`config.mk`:
```
export PLATFORM = sky130hd
export DESIGN_NAME = divider
export DESIGN_NICKNAME = d
export VERILOG_FILES = /design/src/rtl/divider.sv
export SDC_FILE = /design/constraint.sdc
export NUM_CORES = 1
export LEC_CHECK = 0
export CORE_ASPECT_RATIO = 0.5
export CORE_MARGIN = 2
export CORE_UTILIZATION = 61
export DETAILED_ROUTE_END_ITERATION = 8
export GPL_ROUTABILITY_DRIVEN = 1
export PLACE_DENSITY = 0.84
export SETUP_SLACK_MARGIN = 0.02
export SYNTH_ARGS = -nofsm -noshare
export SYNTH_HDL_FRONTEND = slang
export SYNTH_SLANG_ARGS = --single-unit
```
`constraint.sdc`:
```
create_clock -name clock -period 6.3 [get_ports clock]
set_input_delay 1.26 -clock clock [delete_from_list [all_inputs] [get_ports clock]]
set_output_delay 1.26 -clock clock [all_outputs]
set_load 0.05 [all_outputs]
```
`src/rtl/divider.sv`:
```
// Multicycle 32-bit signed divider: restoring shift/subtract on operand magnitudes,
// quotient truncated toward zero, remainder takes the sign of the dividend.
module divider (
    input  logic        clock,
    input  logic        reset_n,
    input  logic        ctrl_DIV,
    input  logic [31:0] data_operandA,
    input  logic [31:0] data_operandB,
    output logic [31:0] data_result,
    output logic [31:0] data_remainder,
    output logic        data_exception,
    output logic        data_resultRDY,
    output logic        busy
);

    typedef enum logic [1:0] {StIdle, StRun, StDone} state_e;

    state_e      state_q, state_d;
    logic [5:0]  cnt_q, cnt_d;
    logic [31:0] rem_q, rem_d;
    logic [31:0] quo_q, quo_d;
    logic [31:0] dvs_q, dvs_d;
    logic        sign_quo_q, sign_quo_d;
    logic        sign_rem_q, sign_rem_d;
    logic [31:0] result_q, result_d;
    logic [31:0] remainder_q, remainder_d;
    logic        exception_q, exception_d;
    logic        rdy_q, rdy_d;

    logic [32:0] rem_shift;
    logic [32:0] diff;

    // Magnitude modulo 2^32; the most negative value maps onto itself.
    function automatic logic [31:0] magnitude(input logic [31:0] x);
        return x[31] ? (32'd0 - x) : x;
    endfunction

    // Remainder stays below the divisor (<= 2^31), so the shifted value fits in 33 bits.
    assign rem_shift = {rem_q, quo_q[31]};
    assign diff      = rem_shift - {1'b0, dvs_q};

    always_comb begin
        state_d     = state_q;
        cnt_d       = cnt_q;
        rem_d       = rem_q;
        quo_d       = quo_q;
        dvs_d       = dvs_q;
        sign_quo_d  = sign_quo_q;
        sign_rem_d  = sign_rem_q;
        result_d    = result_q;
        remainder_d = remainder_q;
        exception_d = exception_q;
        rdy_d       = 1'b0;

        if (ctrl_DIV) begin
            // A start always wins, aborting whatever is in flight.
            state_d    = StRun;
            cnt_d      = 6'd0;
            rem_d      = 32'd0;
            quo_d      = magnitude(data_operandA);
            dvs_d      = magnitude(data_operandB);
            sign_quo_d = data_operandA[31] ^ data_operandB[31];
            sign_rem_d = data_operandA[31];
        end else begin
            unique case (state_q)
                StIdle: begin
                    state_d = StIdle;
                end
                StRun: begin
                    if (dvs_q == 32'd0) begin
                        state_d     = StDone;
                        result_d    = 32'd0;
                        remainder_d = 32'd0;
                        exception_d = 1'b1;
                        rdy_d       = 1'b1;
                    end else if (cnt_q == 6'd32) begin
                        state_d     = StDone;
                        result_d    = sign_quo_q ? (32'd0 - quo_q) : quo_q;
                        remainder_d = sign_rem_q ? (32'd0 - rem_q) : rem_q;
                        exception_d = 1'b0;
                        rdy_d       = 1'b1;
                    end else begin
                        cnt_d = cnt_q + 6'd1;
                        if (!diff[32]) begin
                            rem_d = diff[31:0];
                            quo_d = {quo_q[30:0], 1'b1};
                        end else begin
                            rem_d = rem_shift[31:0];
                            quo_d = {quo_q[30:0], 1'b0};
                        end
                    end
                end
                StDone: begin
                    state_d = StIdle;
                end
                default: begin
                    state_d = StIdle;
                end
            endcase
        end
    end

    always_ff @(posedge clock or negedge reset_n) begin
        if (!reset_n) begin
            state_q     <= StIdle;
            cnt_q       <= 6'd0;
            rem_q       <= 32'd0;
            quo_q       <= 32'd0;
            dvs_q       <= 32'd0;
            sign_quo_q  <= 1'b0;
            sign_rem_q  <= 1'b0;
            result_q    <= 32'd0;
            remainder_q <= 32'd0;
            exception_q <= 1'b0;
            rdy_q       <= 1'b0;
        end else begin
            state_q     <= state_d;
            cnt_q       <= cnt_d;
            rem_q       <= rem_d;
            quo_q       <= quo_d;
            dvs_q       <= dvs_d;
            sign_quo_q  <= sign_quo_d;
            sign_rem_q  <= sign_rem_d;
            result_q    <= result_d;
            remainder_q <= remainder_d;
            exception_q <= exception_d;
            rdy_q       <= rdy_d;
        end
    end

    assign data_result    = result_q;
    assign data_remainder = remainder_q;
    assign data_exception = exception_q;
    assign data_resultRDY = rdy_q;
    assign busy           = (state_q != StIdle);

endmodule
```
==> out/metrics.yaml <==
min_path:
  hold_path.class: "reg2reg"
  hold_start: "data_remainder[31]"
  whs_endpoint: "data_remainder[31]"
  whs_path_depth: 2
die:
  pin_count: 134
  dieHeight_um: 99.5
  die_x_um: 195
  die_area_um2: 19400
  row_count: 34
  start_util: 0.632
  core-area_um2: 17600
grt:
  grt_overflow: 0
  grt_antenna_before_repair: 0
  grt_pass1_wl_um: 49500
  grt_max_degree: 82
  grt_usage: 0.318
  grt_pass1_vias: 9736
detailed_routing:
  vias: 10216
  drt-pass1-iter-count: 6
  wl_um: 30000
  ant_nets: 0
  initialDrtViolationCount: 815
  wl_per_cell_um: 18.3
  viasPerCell: 6.24
  remaining_drc_errors: 0
placed_design:
  hpwl_um: 21200
  place_ws_ps: 1470
  dp_cells: 1606
  place_congestion: 1.01
  portBuffers: 133
critical_path:
  rr_startpoint: "quo_q[31]"
  reg2regPathDepth: 14
  r2r-end: "rem_q[26]"
  critical_path_buf_inv_count: 2
  critPathSlowestCell: "xnor2_2"
  cp-start-kind: "flop"
  critical-path-top-delay-family: "compound AO/OA/AOI/OAI gates"
  cp_max_fo: 15
  cp.required_ps: 6660
  cp_cell_sequence: "inv_1, ha_1, fa_1, nand2b_1, a211oi_1, o21ai_0, o221ai_1, o21ai_0, a31o_2, o221a_2, xnor2_2, buf_4, o21ai_0, o21ai_0"
  reg2reg_slack_ps: 1760
  crit_path_end_kind: "flop"
  crit_arrival_ps: 4900
  path_common_cell: "o21ai_0"
  critPathMaxStageDelay_ps: 650
  crit_type: "reg2reg"
timing:
  finalSetupViolCount: 0
  finalSetupTns_ps: 0
  fin_crit_ps: 4540
  slew_headroom: 0.178
  worst_slack_ps: 1760
  clock_skew_ps: 12.1
  hold_violations: 0
  final.period_utilization: 0.721
  rsz0062_at_grt: "no"
  worst_hold_slack_ps: 480
  fmax_mhz: 220
  finalMaxSlewViolations: 0
  max_slew.worst_pin.slew_ps: 1230
clock_tree:
  clock-sinks: 172
  cts_setup_buffers: 0
  cts_buffers: 17
  h-tree-depth: 4
  root_buffer: "clkbuf_16"
  path_clk_slew_ps: 80
  cts_resized: 0
  clockBufferDepth: 2
  cts_tree: "done"
  clk-insertion-delay-late_ps: 440
  hold_buffers: 0
yosys:
  postSynthAreaPerCell_um2: 8.60
  async_flop_share: 1.00
  syn_nets: 1400
  synthTopCellsByArea: "dfrtp_1 (39%), xor2_1 (7.8%), o21ai_0 (6.4%)"
  netlist.area_leader.share: 0.387
  netlist_area_um2: 11100
  ys.flop_type: "dfrtp_1"
  syn_inst: 1294
  synth_edf_count: 0
  yosysSeqAreaShare: 0.387
  synth_common_cells: "nand2_1 (185), dfrtp_1 (172), o21ai_0 (142)"
  synth-seq-cells: 172
  netlist-cell-type-count: 65
  yosysMostFrequentCell: "nand2_1"
  synth_top_cell_by_area: "dfrtp_1"
  yosysWarnings: 0
layout:
  finish.net_count: 1497
  diodes: 0
  syn2layout_area_growth_pct: 18.6
  layout-drive-gt1-share: 0.0520
  fin_cells: 1638
pwr:
  p_leak_nw: 5.97
  powerDensity_nw_per_um2: 216
  peakVddDrop_v: 0.000192
  power_w: 0.00285
job:
  max_cap_viol_count: 0
outcome:
  status: "finished clean"
==> flip-flops by register name, summed over array words and instances, names as in the netlist <==
name,flops
dvs_q,32
sign_quo_q,1
data_result,32
data_remainder,32
state_q,2
data_exception,1
quo_q,32
cnt_q,6
data_resultRDY,1
rem_q,32
sign_rem_q,1
==> placed cells by master (no fill, tap or decap), drive strengths merged, types with 12 or more instances in the layout <==
cell type,count
a21oi,63
buf,12
clkbuf,18
clkdlybuf4s50,131
dfrtp,172
ha,38
inv,63
mux2i,29
nand2,185
nand3,82
nor2,62
nor2b,12
nor4,16
o21ai,143
o31ai,51
o41ai,16
or3,21
or4,26
xnor2,50
xor2,99
==> worst min-delay path: cells and delay by family (launching register included) <==
family,cells,cell delay (ps)
DFF,1,350
AOI/OAI and AO/OA,1,60
and+or+nand+nor,1,40
==> worst max path at each step <==
| stage | start | to | slack [ps] | cells after the start |
|---|---|---|---|---|
| after floorplan | data_operandB[9] | dvs_q[29] | 2180 | 8 |
| after global placement | data_operandB[5] | dvs_q[29] | 1570 | 10 |
| after global routing | quo_q[31] | rem_q[26] | 1530 | 14 |
| after CTS | quo_q[31] | rem_q[26] | 1890 | 14 |
| after detailed placement | data_operandB[7] | dvs_q[29] | 1470 | 9 |
| final | quo_q[31] | rem_q[26] | 1760 | 14 |
==> kinds of logic after synthesis <==
group                      after synthesis  synth area share
AOI/OAI and AO/OA                      336             0.188
xor gates and xnor gates               149             0.117
adders and majority gates               39            0.0445
buffers and inverters                  121            0.0426
DFF                                    172             0.387
muxes                                   31            0.0281
and+or+nand+nor                        446             0.193
==> where the power goes <==
part	total (W)	leakage [nW]	internal, W	switching [W]
Sequential	0.00126	2.24	0.00117	0.0000876
Combinational	0.000538	3.44	0.000220	0.000319
Clock	0.00106	0.291	0.000537	0.000520
==> routing by layer <==
layer | global-route usage | vias up | part of all wire
met2 | 0.521 | 420 | 0.47
li1 | - | 4816 | -
met1 | 0.444 | 4924 | 0.45
met5 | 0 | - | 0
met4 | 0.0840 | 0 | 0.017
met3 | 0.0515 | 56 | 0.070
==> final cells by class <==
type	count	area, µm²
Clock buffer	18	429
Clock inverter	14	170
Fill cell	1311	4420
Inverter	56	210
Multi-Input combinational cell	1001	6380
Sequential cell	172	4300
Tap cell	234	293
Timing Repair Buffer	143	1410
==> through the flow <==
step / utilization / cell area, µm²
CTS: 0.749 / 13200
global placement: 0.715 / 12600
global route: 0.749 / 13200
finish: 0.749 / 13200
detailed placement: 0.715 / 12600
floorplan: - / 11100
No activity file was read; power rests on OpenSTA's default activity.
